[config.mk]
export PLATFORM = sky130hd
export DESIGN_NAME = ifetch_unit
export DESIGN_NICKNAME = d
export VERILOG_FILES = /design/src/rtl/ifetch_unit.sv
export SDC_FILE = /design/constraint.sdc
export NUM_CORES = 1
export LEC_CHECK = 0
export CORE_ASPECT_RATIO = 0.7
export CORE_MARGIN = 8
export CORE_UTILIZATION = 49
export DETAILED_ROUTE_END_ITERATION = 12
export GPL_TIMING_DRIVEN = 0
export PLACE_DENSITY = 0.76
export SLEW_MARGIN = 15
export SYNTH_ARGS = -nofsm -noshare
export SYNTH_HDL_FRONTEND = slang
export SYNTH_SLANG_ARGS = --single-unit
[constraint.sdc]
create_clock -name clk -period 3.2 [get_ports clk]
set_input_delay 0.64 -clock clk [delete_from_list [all_inputs] [get_ports clk]]
set_output_delay 0.64 -clock clk [all_outputs]
set_load 0.03 [all_outputs]
[src/rtl/ifetch_unit.sv]
// ifetch_unit: prefetching fetch stage that streams imem words into a FIFO and issues opcode pairs.
// Define IFETCH_HALT_DETECT_EN to stop fetching at the first HALT_OPCODE word.
module ifetch_unit #(
   parameter int unsigned           INST_WIDTH  = 32,
   parameter int unsigned           ADDR_WIDTH  = 16,
   parameter int unsigned           FIFO_DEPTH  = 4,
   parameter logic [INST_WIDTH-1:0] NOP_WORD    = '0,
   parameter logic [7:0]            HALT_OPCODE = 8'hFF
) (
   input  logic                  clk,
   input  logic                  reset,
   input  logic                  start,
   input  logic [ADDR_WIDTH-1:0] start_addr,
   input  logic [ADDR_WIDTH-1:0] inst_count,
   output logic                  imem_req,
   output logic [ADDR_WIDTH-1:0] imem_addr,
   input  logic                  imem_gnt,
   input  logic                  imem_rsp_vld,
   input  logic [INST_WIDTH-1:0] imem_rsp_data,
   output logic                  opcode_vld,
   output logic [INST_WIDTH-1:0] opcode0,
   output logic [INST_WIDTH-1:0] opcode1,
   input  logic                  inst_buff_full,
   output logic                  busy,
   output logic                  done
);
   localparam int unsigned PW = $clog2(FIFO_DEPTH);
   localparam int unsigned CW = PW + 1;
`ifdef IFETCH_HALT_DETECT_EN
   localparam bit HALT_EN = 1'b1;
`else
   localparam bit HALT_EN = 1'b0;
`endif

   typedef enum logic [1:0] {IDLE, FETCH, DRAIN} state_t;

   state_t                state, state_nxt;
   logic [ADDR_WIDTH-1:0] req_left, req_left_nxt, addr_nxt;
   logic [CW-1:0]         outstanding, outst_nxt;
   logic [CW-1:0]         fifo_count, count_nxt;
   logic [CW:0]           level_nxt;
   logic [PW-1:0]         rd_ptr, wr_ptr;
   logic [INST_WIDTH-1:0] mem [FIFO_DEPTH];
   logic                  halted, halted_nxt;
   logic                  req_nxt, done_nxt;
   logic                  gnt, rsp_ok, push, halt_hit;
   logic                  pair, tail, issue;

   always_comb begin
      state_nxt    = state;
      req_left_nxt = req_left;
      addr_nxt     = imem_addr;
      halted_nxt   = halted;
      done_nxt     = 1'b0;
      gnt      = imem_req && imem_gnt;
      rsp_ok   = imem_rsp_vld && (outstanding != '0);
      push     = rsp_ok && !halted;
      halt_hit = HALT_EN && push &&
                 (imem_rsp_data[INST_WIDTH-1 -: 8] == HALT_OPCODE);
      pair  = fifo_count >= CW'(2);
      tail  = (fifo_count == CW'(1)) && (req_left == '0) &&
              (outstanding == '0);
      issue = !inst_buff_full && !opcode_vld && (pair || tail);
      if (gnt) begin
         req_left_nxt = req_left - ADDR_WIDTH'(1);
         addr_nxt     = imem_addr + ADDR_WIDTH'(1);
      end
      unique case (state)
         IDLE: begin
            if (start && inst_count != '0) begin
               state_nxt    = FETCH;
               req_left_nxt = inst_count;
               addr_nxt     = start_addr;
               halted_nxt   = 1'b0;
            end else if (start) begin
               done_nxt = 1'b1;
            end
         end
         FETCH: begin
            if (gnt && req_left == ADDR_WIDTH'(1))
               state_nxt = DRAIN;
         end
         DRAIN: begin
            if (outstanding == '0 && fifo_count == '0) begin
               state_nxt = IDLE;
               done_nxt  = 1'b1;
            end
         end
         default: state_nxt = IDLE;
      endcase
      // a halt word cuts the run short; later responses are drained, not kept
      if (halt_hit) begin
         req_left_nxt = '0;
         halted_nxt   = 1'b1;
         if (state == FETCH)
            state_nxt = DRAIN;
      end
      outst_nxt = outstanding + CW'(gnt) - CW'(rsp_ok);
      count_nxt = fifo_count + CW'(push) -
                  (issue ? (pair ? CW'(2) : CW'(1)) : CW'(0));
      level_nxt = {1'b0, count_nxt} + {1'b0, outst_nxt};
      req_nxt   = (state_nxt == FETCH) && (req_left_nxt != '0) &&
                  (level_nxt < (CW+1)'(FIFO_DEPTH));
   end

   always_ff @(posedge clk) begin
      if (reset) begin
         state       <= IDLE;
         req_left    <= '0;
         outstanding <= '0;
         fifo_count  <= '0;
         rd_ptr      <= '0;
         wr_ptr      <= '0;
         halted      <= 1'b0;
         imem_req    <= 1'b0;
         imem_addr   <= '0;
         opcode_vld  <= 1'b0;
         opcode0     <= '0;
         opcode1     <= '0;
         busy        <= 1'b0;
         done        <= 1'b0;
      end else begin
         state       <= state_nxt;
         req_left    <= req_left_nxt;
         outstanding <= outst_nxt;
         fifo_count  <= count_nxt;
         halted      <= halted_nxt;
         imem_req    <= req_nxt;
         imem_addr   <= addr_nxt;
         busy        <= state_nxt != IDLE;
         done        <= done_nxt;
         opcode_vld  <= issue;
         if (push)
            wr_ptr <= wr_ptr + PW'(1);
         if (issue) begin
            opcode0 <= mem[rd_ptr];
            opcode1 <= pair ? mem[rd_ptr + PW'(1)] : NOP_WORD;
            rd_ptr  <= rd_ptr + (pair ? PW'(2) : PW'(1));
         end
      end
   end

   always_ff @(posedge clk) begin
      if (push)
         mem[wr_ptr] <= imem_rsp_data;
   end
endmodule

==> results of run 1 <==
## worst max path at each step
stage,slack (ns),to,start,cells after the start
CTS,-0.16,imem_req,req_left[2],13
global route,-0.33,imem_req,req_left[7],14
floorplan,-0.09,imem_req,req_left[2],15
detailed placement,-1.22,imem_req,inst_buff_full,12
global placement,-1.24,imem_req,inst_buff_full,12
finish,-0.18,imem_req,req_left[7],14
## worst max-delay path, stage by stage, from the launching register on
cell and delay [ns]:
sky130_fd_sc_hd__dfxtp_2 0.36, sky130_fd_sc_hd__nor4_4 0.32, sky130_fd_sc_hd__nand3b_1 0.16, sky130_fd_sc_hd__or4_4 0.58, sky130_fd_sc_hd__nor3_4 0.12, sky130_fd_sc_hd__ha_1 0.13
sky130_fd_sc_hd__inv_1 0.04, sky130_fd_sc_hd__ha_2 0.16, sky130_fd_sc_hd__fa_2 0.33, sky130_fd_sc_hd__xor2_1 0.17, sky130_fd_sc_hd__xnor2_1 0.22, sky130_fd_sc_hd__ha_1 0.28
sky130_fd_sc_hd__nor3_2 0.15, sky130_fd_sc_hd__nand3_1 0.10, sky130_fd_sc_hd__a31oi_1 0.18
## cell usage after synthesis (2+ instances only)
cell type and number:
sky130_fd_sc_hd__edfxtp_1 128, sky130_fd_sc_hd__dfxtp_1 112, sky130_fd_sc_hd__nor2_1 82, sky130_fd_sc_hd__nand2_1 81
sky130_fd_sc_hd__mux4_2 64, sky130_fd_sc_hd__a21oi_1 41, sky130_fd_sc_hd__clkbuf_1 35, sky130_fd_sc_hd__a22oi_1 32
sky130_fd_sc_hd__a211oi_1 22, sky130_fd_sc_hd__ha_1 16, sky130_fd_sc_hd__xnor2_1 15, sky130_fd_sc_hd__xor2_1 15
sky130_fd_sc_hd__inv_1 13, sky130_fd_sc_hd__nor3_1 13, sky130_fd_sc_hd__nor2b_1 11, sky130_fd_sc_hd__nor4_1 11
sky130_fd_sc_hd__nand4_1 10, sky130_fd_sc_hd__buf_1 9, sky130_fd_sc_hd__buf_2 8, sky130_fd_sc_hd__nand3_1 8
sky130_fd_sc_hd__o21ai_0 8, sky130_fd_sc_hd__and3_1 7, sky130_fd_sc_hd__a311oi_1 5, sky130_fd_sc_hd__and2_1 5
sky130_fd_sc_hd__or3_1 5, sky130_fd_sc_hd__or2_2 4, sky130_fd_sc_hd__a211o_1 2, sky130_fd_sc_hd__and4_1 2
sky130_fd_sc_hd__fa_1 2, sky130_fd_sc_hd__nor3b_1 2, sky130_fd_sc_hd__nor4b_1 2, sky130_fd_sc_hd__o31a_1 2
sky130_fd_sc_hd__o31ai_1 2, sky130_fd_sc_hd__or4_1 2
## final cells by class
type                            count  share of cell area (%)
Inverter                           13                  0.3709
Clock buffer                       33                   5.136
Multi-Input combinational cell    487                   30.67
Tap cell                          276                   2.625
Sequential cell                   240                   46.33
Clock inverter                      9                  0.6277
Buffer                             50                   1.550
Timing Repair Buffer              163                   12.69
## state kept, by name (all words and copies together), names as in the netlist, 2 cells and up
name and count:
fifo_count 3, state 2, imem_addr 16, opcode1 32, rd_ptr 2, req_left 16, wr_ptr 2, outstanding 3
opcode0 32, mem 128
## per-layer routing
layer / track usage (%) / vias to the layer above / part of all wire [%]
li1: - / 3378 / -
met1: 28.61 / 3643 / 44
met2: 32.33 / 368 / 45
met3: 4.780 / 33 / 9.3
met4: 4.892 / 2 / 1.8
met5: 0 / - / 0.048
## power breakdown
group          switching, uW  internal [uW]  total, uW
sequential               299           3720       4020
combinational           1650           1390       3040
clock                   1160           1560       2730
total                   3120           6680       9790
## through the flow
step           cells  cell area, sq um  setup slack [ns]  TNS (ns)
2_1_floorplan    793             10320          -0.08979  -0.08979
3_3_place_gp    1221             12190            -1.241    -46.32
3_5_place_dp    1225             12290            -1.224    -14.36
4_1_cts         1270             13100           -0.1587   -0.1587
5_1_grt         1271             13160           -0.3298   -0.3298
6_report        1271             13160           -0.1826   -0.1826
## timing repair
| action | in CTS | in global routing |
|---|---|---|
| setup endpoints to repair | 3 | 6 |
| pin swaps | 12 | 7 |
| setup buffers | 5 | 2 |
| resized for setup | 10 | 14 |
## logic make-up after synthesis
family / synth area share [%]
xor+xnor: 2.553
buf+inv: 2.541
simple gates: 11.44
compound gates: 7.999
fa+ha+maj: 2.334
mux: 14.00
flops: 59.13
==> impl_metrics.sql, run 1 <==
INSERT INTO impl_metrics (metric_group, metric, value, unit) VALUES
('status', 'status', 'finished, violations left', ''),
('status', 'failed_checks', 'setup timing', ''),
('drt', 'routed_via_density', '5.841', ''),
('sta', 'finalSetupViolations', '1', ''),
('clock_tree', 'cts-buffers-inserted', '23', ''),
('global_routing', 'track_usage', '20.51', '%'),
('die', 'floorplan.rows', '44', ''),
('clock_tree', 'cts_root_buf', 'sky130_fd_sc_hd__clkbuf_16', ''),
('synth', 'synth.net_count', '881', ''),
('setup_path', 'worst_setup_path_start_kind', 'flip-flop', ''),
('synth', 'synth.lib_cells_used.distinct', '51', ''),
('synth', 'synth.cell_area', '0.01029', 'sq mm'),
('final_layout', 'area_delta_synth_final', '27.83', '%'),
('drt', 'drt_iter0_markers', '790', ''),
('clock_tree', 'insertion_delay', '0.52', 'ns'),
('placed_design', 'numPortBuffers', '152', ''),
('die', 'initial_utilization', '49.85', '%'),
('pwr', 'cellPowerDensity', '744.4', 'mW/mm^2'),
('synth', 'synthDominantCellAreaShare', '37.35', '%'),
('hold_path', 'hold_path_class', 'flip-flop to flip-flop', ''),
('hold_path', 'min_path_cells', '2', ''),
('final_layout', 'most-common-layout-cells', '152 x sky130_fd_sc_hd__clkdlybuf4s50_1, 128 x sky130_fd_sc_hd__edfxtp_1, 106 x sky130_fd_sc_hd__dfxtp_1', ''),
('synth', 'yosysTopAreaCell', 'sky130_fd_sc_hd__edfxtp_1', ''),
('sta', 'fmax', '295.6', 'MHz'),
('job', 'cap_viol_max_count', '0', ''),
('synth', 'post_synth.cell_area_avg', '12.98', 'sq um'),
('global_routing', 'antenna_found_initial', '1', ''),
('sta', 'worstMarginPinSlew', '1.022', 'ns'),
('sta', 'finalCritPeriodShare', '105.7', '%'),
('drt', 'drt_drc_violations_left', '0', ''),
('setup_path', 'timing.rr.start', 'req_left[7]', ''),
('global_routing', 'first_pass_grt_wire_length', '41.95', 'mm'),
('clock_tree', 'ctsLongestPathBuffers', '3', ''),
('clock_tree', 'clkSlewWorstSetupHoldPaths', '0.07', 'ns'),
('synth', 'synthTopCellsByArea', 'sky130_fd_sc_hd__edfxtp_1 37%, sky130_fd_sc_hd__dfxtp_1 22%, sky130_fd_sc_hd__mux4_2 14%', ''),
('synth', 'synth_seq_cells', '240', ''),
('synth', 'yosysSeqAreaShare', '59.13', '%'),
('sta', 'rsz0062_at_grt', 'true', ''),
('pwr', 'cellLeakagePower', '0.004320', 'uW'),
('synth', 'postSynth.asyncResetShare', '0', '%'),
('final_layout', 'layout.core_utilization', '63.73', '%'),
('sta', 'final.setup.worst_slack', '-0.1826', 'ns'),
('global_routing', 'global_route.overflow_total', '0', ''),
('placed_design', 'post_detail_place_hpwl', '18.92', 'mm'),
('final_layout', 'layout_commonest_cell', 'sky130_fd_sc_hd__clkdlybuf4s50_1', ''),
('hold_path', 'holdCritStartpoint', 'opcode0[29]', ''),
('die', 'coreArea', '0.02064', 'sq mm'),
('sta', 'slew-limit-headroom', '31.86', '%'),
('pwr', 'post-layout-total-power', '9794', 'uW'),
('setup_path', 'crit_required', '3.64', 'ns'),
('global_routing', 'grt_max_degree', '26', ''),
('final_layout', 'multi_input_comb_area', '0.004035', 'sq mm'),
('clock_tree', 'number_of_buffers_added_to_fix_hold_violations_after_cts', '0', ''),
('drt', 'wirelength', '27.22', 'mm'),
('die', 'dieHeight', '137.3', 'microns'),
('drt', 'route.vias.total', '7424', ''),
('sta', 'hold_violations', '0', ''),
('clock_tree', 'clkSinkCount', '240', ''),
('drt', 'iteration_count_of_the_initial_detailed_routing_pass', '7', ''),
('sta', 'timing.clock.skew', '0.01323', 'ns'),
('setup_path', 'timing.critical_path.fanout_max', '6', ''),
('die', 'dieArea', '0.02597', 'sq mm'),
('setup_path', 'cp_data_arrival_time', '3.82', 'ns'),
('pwr', 'ir_worst_vdd', '458.5', 'uV'),
('final_layout', 'fillCellCount', '1559', ''),
('setup_path', 'critical_path_class', 'flip-flop to flip-flop', ''),
('hold_path', 'holdPathEnd', 'opcode0[29]', ''),
('global_routing', 'first_global_vias', '7296', ''),
('clock_tree', 'ctsHtreeMaxLevel', '1', ''),
('synth', 'synth-edff-count', '128', ''),
('setup_path', 'reg2reg_slack', '-0.18', 'ns');
No activity file was read; power rests on OpenSTA's default activity.
==> inputs of run 2 (changes only) <==
--- a/config.mk
+++ b/config.mk
@@ -5,9 +5,11 @@
 export SDC_FILE = /design/constraint.sdc
 export NUM_CORES = 1
 export LEC_CHECK = 0
+export CAP_MARGIN = 20
 export CORE_ASPECT_RATIO = 0.7
 export CORE_MARGIN = 8
 export CORE_UTILIZATION = 49
+export CTS_CLUSTER_DIAMETER = 50
 export DETAILED_ROUTE_END_ITERATION = 12
 export GPL_TIMING_DRIVEN = 0
 export PLACE_DENSITY = 0.76
==> run 2 against run 1 <==
The flow still finishes with violations (setup timing). Critical endpoint unchanged. Critical path type is now input pin to flip-flop. Maximum frequency shrank 0.95%. Clock-buffer cell count decreased by 2. Critical path depth shrank 2. Wire length about the same.
==> impl_metrics.sql, run 2 (synthesized netlist as in run 1, its figures left out) <==
INSERT INTO impl_metrics (metric_group, metric, value, unit) VALUES
('setup_path', 'timing.critical_path.fanout_max', '10', ''),
('final_layout', 'nNetsFinal', '1069', ''),
('die', 'number_of_i_o_pins', '154', ''),
('final_layout', 'most-common-layout-cells', '152 x sky130_fd_sc_hd__clkdlybuf4s50_1, 128 x sky130_fd_sc_hd__edfxtp_1, 107 x sky130_fd_sc_hd__dfxtp_1', ''),
('die', 'initial_utilization', '49.85', '%'),
('final_layout', 'biggestRegsByFlops', 'mem x128, opcode0 x32, opcode1 x32', ''),
('drt', 'routed_wire_length_per_instance', '21.33', 'microns'),
('global_routing', 'met3_usage', '4.906', '%'),
('final_layout', 'fillCellCount', '1551', ''),
('setup_path', 'worst_setup_path_start_kind', 'input pin', ''),
('final_layout', 'multi_input_comb_area', '0.004035', 'sq mm'),
('global_routing', 'antenna_found_initial', '1', ''),
('setup_path', 'crit_required', '3.64', 'ns'),
('global_routing', 'grt_max_degree', '26', ''),
('clock_tree', 'insertion_delay', '0.53', 'ns'),
('final_layout', 'layout_commonest_cell', 'sky130_fd_sc_hd__clkdlybuf4s50_1', ''),
('final_layout', 'final_layout_size_suffix_gt1_share', '15.30', '%'),
('status', 'status', 'finished, violations left', ''),
('die', 'dieArea', '0.02597', 'sq mm'),
('pwr', 'cellPowerDensity', '754.6', 'mW/mm^2'),
('status', 'failed_checks', 'setup timing', ''),
('drt', 'drt_iter0_markers', '777', ''),
('die', 'coreArea', '0.02064', 'sq mm'),
('hold_path', 'hold_path_class', 'flip-flop to flip-flop', ''),
('pwr', 'ir_worst_vdd', '456.5', 'uV'),
('sta', 'number_of_pins_exceeding_their_max_slew_limit_in_the_final_report', '0', ''),
('setup_path', 'cp-startpoint', 'inst_buff_full', ''),
('final_layout', 'antenna_cells_inserted', '0', ''),
('sta', 'period_needed', '3.415', 'ns'),
('final_layout', 'layout.core_utilization', '64.13', '%'),
('setup_path', 'timing.rr.start', 'req_left[11]', ''),
('sta', 'fmax', '292.8', 'MHz'),
('global_routing', 'global_route.overflow_total', '0', ''),
('placed_design', 'numPortBuffers', '152', ''),
('clock_tree', 'tritoncts', 'built', ''),
('setup_path', 'cp_data_arrival_time', '3.85', 'ns'),
('pwr', 'sequentialPowerShare', '40.3', '%'),
('drt', 'drt_drc_violations_left', '0', ''),
('die', 'floorplan.rows', '44', ''),
('pwr', 'power_switching_share', '31.87', '%'),
('clock_tree', 'clkSinkCount', '240', ''),
('final_layout', 'largest-register', 'mem', ''),
('sta', 'final.setup.worst_slack', '-0.2150', 'ns'),
('clock_tree', 'cts-buffers-inserted', '25', ''),
('final_layout', 'largest_register_ffs', '128', ''),
('drt', 'iteration_count_of_the_initial_detailed_routing_pass', '5', ''),
('global_routing', 'first_pass_grt_wire_length', '41.73', 'mm'),
('global_routing', 'grt_util_met2', '31.85', '%'),
('placed_design', 'globalplace.congestion', '0.9287', ''),
('global_routing', 'first_global_vias', '7262', ''),
('sta', 'rsz0062_at_grt', 'true', ''),
('pwr', 'power_report.internal_total', '6806', 'uW'),
('sta', 'worstMarginPinSlew', '0.9233', 'ns'),
('clock_tree', 'cts_root_buf', 'sky130_fd_sc_hd__clkbuf_16', ''),
('drt', 'wirelength', '27.22', 'mm'),
('sta', 'timing.clock.skew', '0.01662', 'ns'),
('sta', 'tns', '-0.2150', 'ns'),
('die', 'dieHeight', '137.3', 'microns'),
('global_routing', 'grt_util_met1', '28.63', '%'),
('placed_design', 'post_detail_place_hpwl', '18.92', 'mm'),
('clock_tree', 'number_of_buffers_added_to_fix_hold_violations_after_cts', '0', ''),
('hold_path', 'holdCritStartpoint', 'opcode0[29]', ''),
('clock_tree', 'clkSlewWorstSetupHoldPaths', '0.06', 'ns'),
('global_routing', 'grt_most_used_layer', 'met2', ''),
('die', 'fp.dieW', '189.2', 'microns'),
('sta', 'finalSetupViolations', '1', ''),
('drt', 'number_of_routed_nets_with_antenna_violations', '0', ''),
('final_layout', 'area_delta_synth_final', '28.63', '%'),
('drt', 'routed_via_density', '5.839', ''),
('drt', 'route.vias.total', '7450', ''),
('pwr', 'clkPwrFrac', '29.2', '%'),
('sta', 'finalCritPeriodShare', '106.7', '%'),
('sta', 'hold_violations', '0', ''),
('final_layout', 'seqCellArea', '0.006095', 'sq mm'),
('global_routing', 'track_usage', '20.36', '%'),
('job', 'cap_viol_max_count', '0', ''),
('sta', 'slew-limit-headroom', '38.45', '%'),
('clock_tree', 'ctsHtreeMaxLevel', '1', ''),
('pwr', 'cellLeakagePower', '0.004341', 'uW'),
('pwr', 'total_switching_power', '3184', 'uW'),
('clock_tree', 'ctsLongestPathBuffers', '3', ''),
('setup_path', 'critical_path_class', 'input pin to flip-flop', ''),
('setup_path', 'worstSetupEndpointType', 'flip-flop', ''),
('pwr', 'combinationalPowerShare', '30.5', '%');
## run 2: final timing paths
path / cells after the start / slack (ns) / to
max: 12 / -0.21 / imem_req
min: 2 / 0.45 / opcode0[29]
max reg2reg: 14 / -0.16 / imem_req
min reg2reg: 2 / 0.45 / opcode0[29]
## run 2: critical path, stage by stage
cell	delay [ns]
sky130_fd_sc_hd__clkdlybuf4s50_1	0.54
sky130_fd_sc_hd__nor3_4	0.43
sky130_fd_sc_hd__clkbuf_2	0.35
sky130_fd_sc_hd__inv_1	0.08
sky130_fd_sc_hd__ha_1	0.30
sky130_fd_sc_hd__fa_2	0.39
sky130_fd_sc_hd__xor2_1	0.17
sky130_fd_sc_hd__xnor2_1	0.22
sky130_fd_sc_hd__ha_1	0.28
sky130_fd_sc_hd__nor3_2	0.15
sky130_fd_sc_hd__nand3_1	0.10
sky130_fd_sc_hd__a31oi_1	0.19
## run 2: cell type report
type,instances,area share (%)
Clock inverter,15,1.153
Buffer,50,1.531
Tap cell,276,2.608
Sequential cell,240,46.04
Inverter,13,0.3686
Clock buffer,31,5.132
Multi-Input combinational cell,487,30.48
Timing Repair Buffer,164,12.69
## run 2: stage by stage
step                      hold slack (ns)  instances  setup slack, ns  area [sq um]  power (uW)
final                              0.4545       1276          -0.2150         13240        9990
after global routing               0.4730       1276          -0.3028         13240       10420
after CTS                          0.4581       1274          -0.1554         13180        9986
after detailed placement           0.4489       1225           -1.224         12290        7039
after global placement             0.4425       1221           -1.241         12190        6944
after floorplan                    0.4444        793         -0.08979         10320        5944
## run 2: routing by layer
metal | wire length [microns] | share of wire, %
met3 | 2324 | 8.5
met2 | 12260 | 45
met4 | 457 | 1.7
met1 | 12170 | 45
met5 | 13 | 0.048
## run 2: power groups by stage
stage / sequential [uW] / clock (uW) / combinational (uW)
floorplan: 4360 / 0 / 1580
global placement: 4050 / 0 / 2890
detailed placement: 4060 / 0 / 2980
CTS: 4010 / 2950 / 3030
global route: 4070 / 3080 / 3280
finish: 4020 / 2920 / 3050
## run 2: what timing repair did
item | CTS | global route
pin swaps | 12 | 6
gates resized for setup | 10 | 11
setup endpoints to repair | 3 | 3
setup buffers | 5 | 2
==> inputs of run 3 (changes only) <==
--- a/config.mk
+++ b/config.mk
@@ -5,14 +5,16 @@
 export SDC_FILE = /design/constraint.sdc
 export NUM_CORES = 1
 export LEC_CHECK = 0
+export ABC_AREA = 1
 export CAP_MARGIN = 20
 export CORE_ASPECT_RATIO = 0.7
 export CORE_MARGIN = 8
-export CORE_UTILIZATION = 49
+export CORE_UTILIZATION = 50
 export CTS_CLUSTER_DIAMETER = 50
 export DETAILED_ROUTE_END_ITERATION = 12
 export GPL_TIMING_DRIVEN = 0
-export PLACE_DENSITY = 0.76
+export PLACE_DENSITY = 0.77
+export SETUP_SLACK_MARGIN = 0.15
 export SLEW_MARGIN = 15
 export SYNTH_ARGS = -nofsm -noshare
 export SYNTH_HDL_FRONTEND = slang
==> run 3 against run 2 <==
The flow now finishes without violations. Critical path type is now flip-flop to flip-flop. Flip-flop and latch count is the same. Clock-buffer cell count increased by 2. Power increased by 10%. First-iteration DRC count is 60% higher. Setup slack gained 0.31 ns.
==> impl_metrics.sql, run 3 <==
INSERT INTO impl_metrics (metric_group, metric, value, unit) VALUES
('status', 'status', 'finished, final reports clean', ''),
('global_routing', 'global_route.overflow_total', '0', ''),
('final_layout', 'most-common-layout-cells', '295 x sky130_fd_sc_hd__nand2_1, 156 x sky130_fd_sc_hd__nor2_1, 152 x sky130_fd_sc_hd__clkdlybuf4s50_1', ''),
('clock_tree', 'ctsHtreeMaxLevel', '1', ''),
('placed_design', 'globalplace.congestion', '0.8914', ''),
('synth', 'yosys_most_used_dff', 'sky130_fd_sc_hd__edfxtp_1', ''),
('clock_tree', 'tritoncts', 'built', ''),
('placed_design', 'post_detail_place_hpwl', '23.11', 'mm'),
('sta', 'number_of_pins_exceeding_their_max_slew_limit_in_the_final_report', '0', ''),
('sta', 'finalSetupViolations', '0', ''),
('final_layout', 'antenna_cells_inserted', '0', ''),
('synth', 'synth.cell_area', '0.01103', 'sq mm'),
('pwr', 'cellPowerDensity', '785.7', 'mW/mm^2'),
('clock_tree', 'number_of_buffers_added_to_fix_hold_violations_after_cts', '0', ''),
('synth', 'synthTopCellsByArea', 'sky130_fd_sc_hd__edfxtp_1 35%, sky130_fd_sc_hd__dfxtp_1 20%, sky130_fd_sc_hd__nand2_1 10%', ''),
('global_routing', 'first_global_vias', '9398', ''),
('setup_path', 'crit_required', '3.66', 'ns'),
('pwr', 'cellLeakagePower', '0.005483', 'uW'),
('final_layout', 'largest_register_ffs', '128', ''),
('final_layout', 'nNetsFinal', '1572', ''),
('placed_design', 'numPortBuffers', '152', ''),
('sta', 'worstMarginPinSlew', '0.8587', 'ns'),
('sta', 'rsz0062_at_grt', 'true', ''),
('setup_path', 'cpPeakStageDelay', '0.42', 'ns'),
('clock_tree', 'clkSinkCount', '240', ''),
('setup_path', 'cp_data_arrival_time', '3.56', 'ns'),
('synth', 'synth_most_common_cell', 'sky130_fd_sc_hd__nand2_1', ''),
('placed_design', 'pre_cts_ws', '-0.7490', 'ns'),
('final_layout', 'final_layout_size_suffix_gt1_share', '8.916', '%'),
('sta', 'finalCritPeriodShare', '96.99', '%'),
('synth', 'yosysTopAreaCell', 'sky130_fd_sc_hd__edfxtp_1', ''),
('global_routing', 'first_pass_grt_wire_length', '50.45', 'mm'),
('clock_tree', 'clkSlewWorstSetupHoldPaths', '0.06', 'ns'),
('placed_design', 'placedInstanceArea', '0.01305', 'sq mm'),
('synth', 'synth.lib_cells_used.distinct', '39', ''),
('setup_path', 'crit_path_cell_trace', 'nor3_4, inv_1, nand2_4, inv_1, ha_1, inv_1, ha_1, fa_1, xor2_2, ha_1, nor4_2, nand3_1, nor2_2', ''),
('hold_path', 'hold_path_class', 'flip-flop to flip-flop', ''),
('synth', 'synthCells', '1297', ''),
('drt', 'routed_via_density', '5.590', ''),
('clock_tree', 'insertion_delay', '0.53', 'ns'),
('drt', 'routed_wire_length_per_instance', '18.44', 'microns'),
('global_routing', 'grt_max_degree', '20', ''),
('die', 'floorplan.rows', '45', ''),
('drt', 'drt_drc_violations_left', '0', ''),
('sta', 'hold_violations', '0', ''),
('final_layout', 'biggestRegsByFlops', 'mem x128, opcode0 x32, opcode1 x32', ''),
('final_layout', 'largest-register', 'mem', ''),
('synth', 'synth-edff-count', '128', ''),
('sta', 'slew-limit-headroom', '42.75', '%'),
('setup_path', 'crit_slowest_cell', 'sky130_fd_sc_hd__fa_1', ''),
('synth', 'synth.top_cells.by_count', '297 x sky130_fd_sc_hd__nand2_1, 169 x sky130_fd_sc_hd__nor2_1, 145 x sky130_fd_sc_hd__o21ai_0', ''),
('synth', 'synth.net_count', '1385', ''),
('final_layout', 'fin_cells', '1785', ''),
('synth', 'yosysSeqAreaShare', '55.17', '%'),
('drt', 'number_of_routed_nets_with_antenna_violations', '0', ''),
('job', 'cap_viol_max_count', '0', ''),
('drt', 'drt_iter0_markers', '1247', ''),
('setup_path', 'worstSetupEndpointType', 'flip-flop', ''),
('synth', 'yosys_warnings', '0', ''),
('global_routing', 'track_usage', '22.99', '%'),
('die', 'dieArea', '0.02715', 'sq mm'),
('sta', 'period_needed', '3.104', 'ns'),
('global_routing', 'antenna_found_initial', '2', ''),
('setup_path', 'path_buf_inv', '3', ''),
('setup_path', 'timing.critical_path.fanout_max', '10', ''),
('die', 'dieHeight', '140.3', 'microns'),
('setup_path', 'critical_path_class', 'flip-flop to flip-flop', ''),
('drt', 'wirelength', '32.92', 'mm'),
('die', 'coreArea', '0.02168', 'sq mm'),
('drt', 'route.vias.total', '9979', ''),
('setup_path', 'worst_setup_path_start_kind', 'flip-flop', ''),
('setup_path', 'reg2reg_slack', '0.1', 'ns'),
('clock_tree', 'cts-buffers-inserted', '25', ''),
('synth', 'post_synth.cell_area_avg', '8.505', 'sq um'),
('synth', 'postSynth.asyncResetShare', '0', '%'),
('sta', 'fmax', '322.2', 'MHz'),
('final_layout', 'layout_commonest_cell', 'sky130_fd_sc_hd__nand2_1', ''),
('setup_path', 'cp_top_family', 'adder cells', ''),
('drt', 'iteration_count_of_the_initial_detailed_routing_pass', '8', ''),
('pwr', 'ir_worst_vdd', '531.2', 'uV'),
('synth', 'synthDominantCellAreaShare', '34.85', '%'),
('die', 'initial_utilization', '50.89', '%'),
('die', 'fp.dieW', '193.5', 'microns'),
('sta', 'timing.clock.skew', '0.009792', 'ns'),
('synth', 'synth_seq_cells', '240', ''),
('clock_tree', 'cts_root_buf', 'sky130_fd_sc_hd__clkbuf_16', ''),
('placed_design', 'placed_cells', '1735', ''),
('final_layout', 'final_cell_area', '0.01400', 'sq mm'),
('clock_tree', 'ctsLongestPathBuffers', '3', ''),
('final_layout', 'area_delta_synth_final', '26.91', '%'),
('sta', 'final.setup.worst_slack', '0.09638', 'ns'),
('die', 'number_of_i_o_pins', '154', '');
[run 3: path summary, 6_finish.rpt]
path,cells after the start,from,endpoint
worst max-delay path,13,outstanding[2],imem_req
worst min-delay path,2,opcode1[1],opcode1[1]
worst max register to register,13,outstanding[2],imem_req
worst min register to register,2,opcode1[1],opcode1[1]
[run 3: worst min-delay path, cell delays in order (launching register included)]
cell and delay [ns]:
sky130_fd_sc_hd__dfxtp_1 0.31, sky130_fd_sc_hd__nand2_1 0.06, sky130_fd_sc_hd__a21oi_1 0.05
[run 3: metrics by stage]
| step | hold slack [ns] | util [%] | TNS (ns) | total power [uW] |
|---|---|---|---|---|
| 2_1_floorplan | 0.4903 | - | 0 | 6441 |
| 3_3_place_gp | 0.4500 | 59.53 | -145.82 | 7831 |
| 3_5_place_dp | 0.4539 | 60.18 | -0.7490 | 7970 |
| 4_1_cts | 0.4617 | 64.12 | 0 | 10860 |
| 5_1_grt | 0.4814 | 64.58 | -0.05898 | 11470 |
| 6_report | 0.4616 | 64.58 | 0 | 11000 |
[run 3: timing repair]
action,CTS,global route
pin swaps,5,11
gates resized for setup,17,18
buffers inserted,1,3
setup endpoints to repair,1,1
gates cloned,0,0
[run 3: final cells by class]
type,instances,area [sq um]
Inverter,113,425.4
Clock inverter,13,100.1
Clock buffer,33,700.7
Tap cell,282,352.8
Buffer,72,351.6
Timing Repair Buffer,160,1662
Fill cell,1691,7679
Sequential cell,240,6095
Multi-Input combinational cell,872,4312
[run 3: logic make-up after synthesis]
family	Yosys count	synth area share (%)
XOR/XNOR	19	1.509
flip-flops	240	55.17
AO/OA/AOI/OAI	273	13.36
buffers and inverters	185	7.044
adder cells (fa/ha/maj)	18	2.178
AND/OR/NAND/NOR	562	20.73
[run 3: power by group]
group	switching (uW)	internal (uW)	leakage, uW
clock network	1220	1630	0.000399
logic	2680	1410	0.00300
registers	274	3780	0.00208
total	4180	6820	0.00548
[run 3: routing by layer]
layer	vias to the layer above	wire length, microns	track usage [%]
met5	-	28	0
li1	4675	-	-
met4	4	901	8.683
met2	570	14540	35.29
met1	4638	14220	31.70
met3	92	3231	4.762
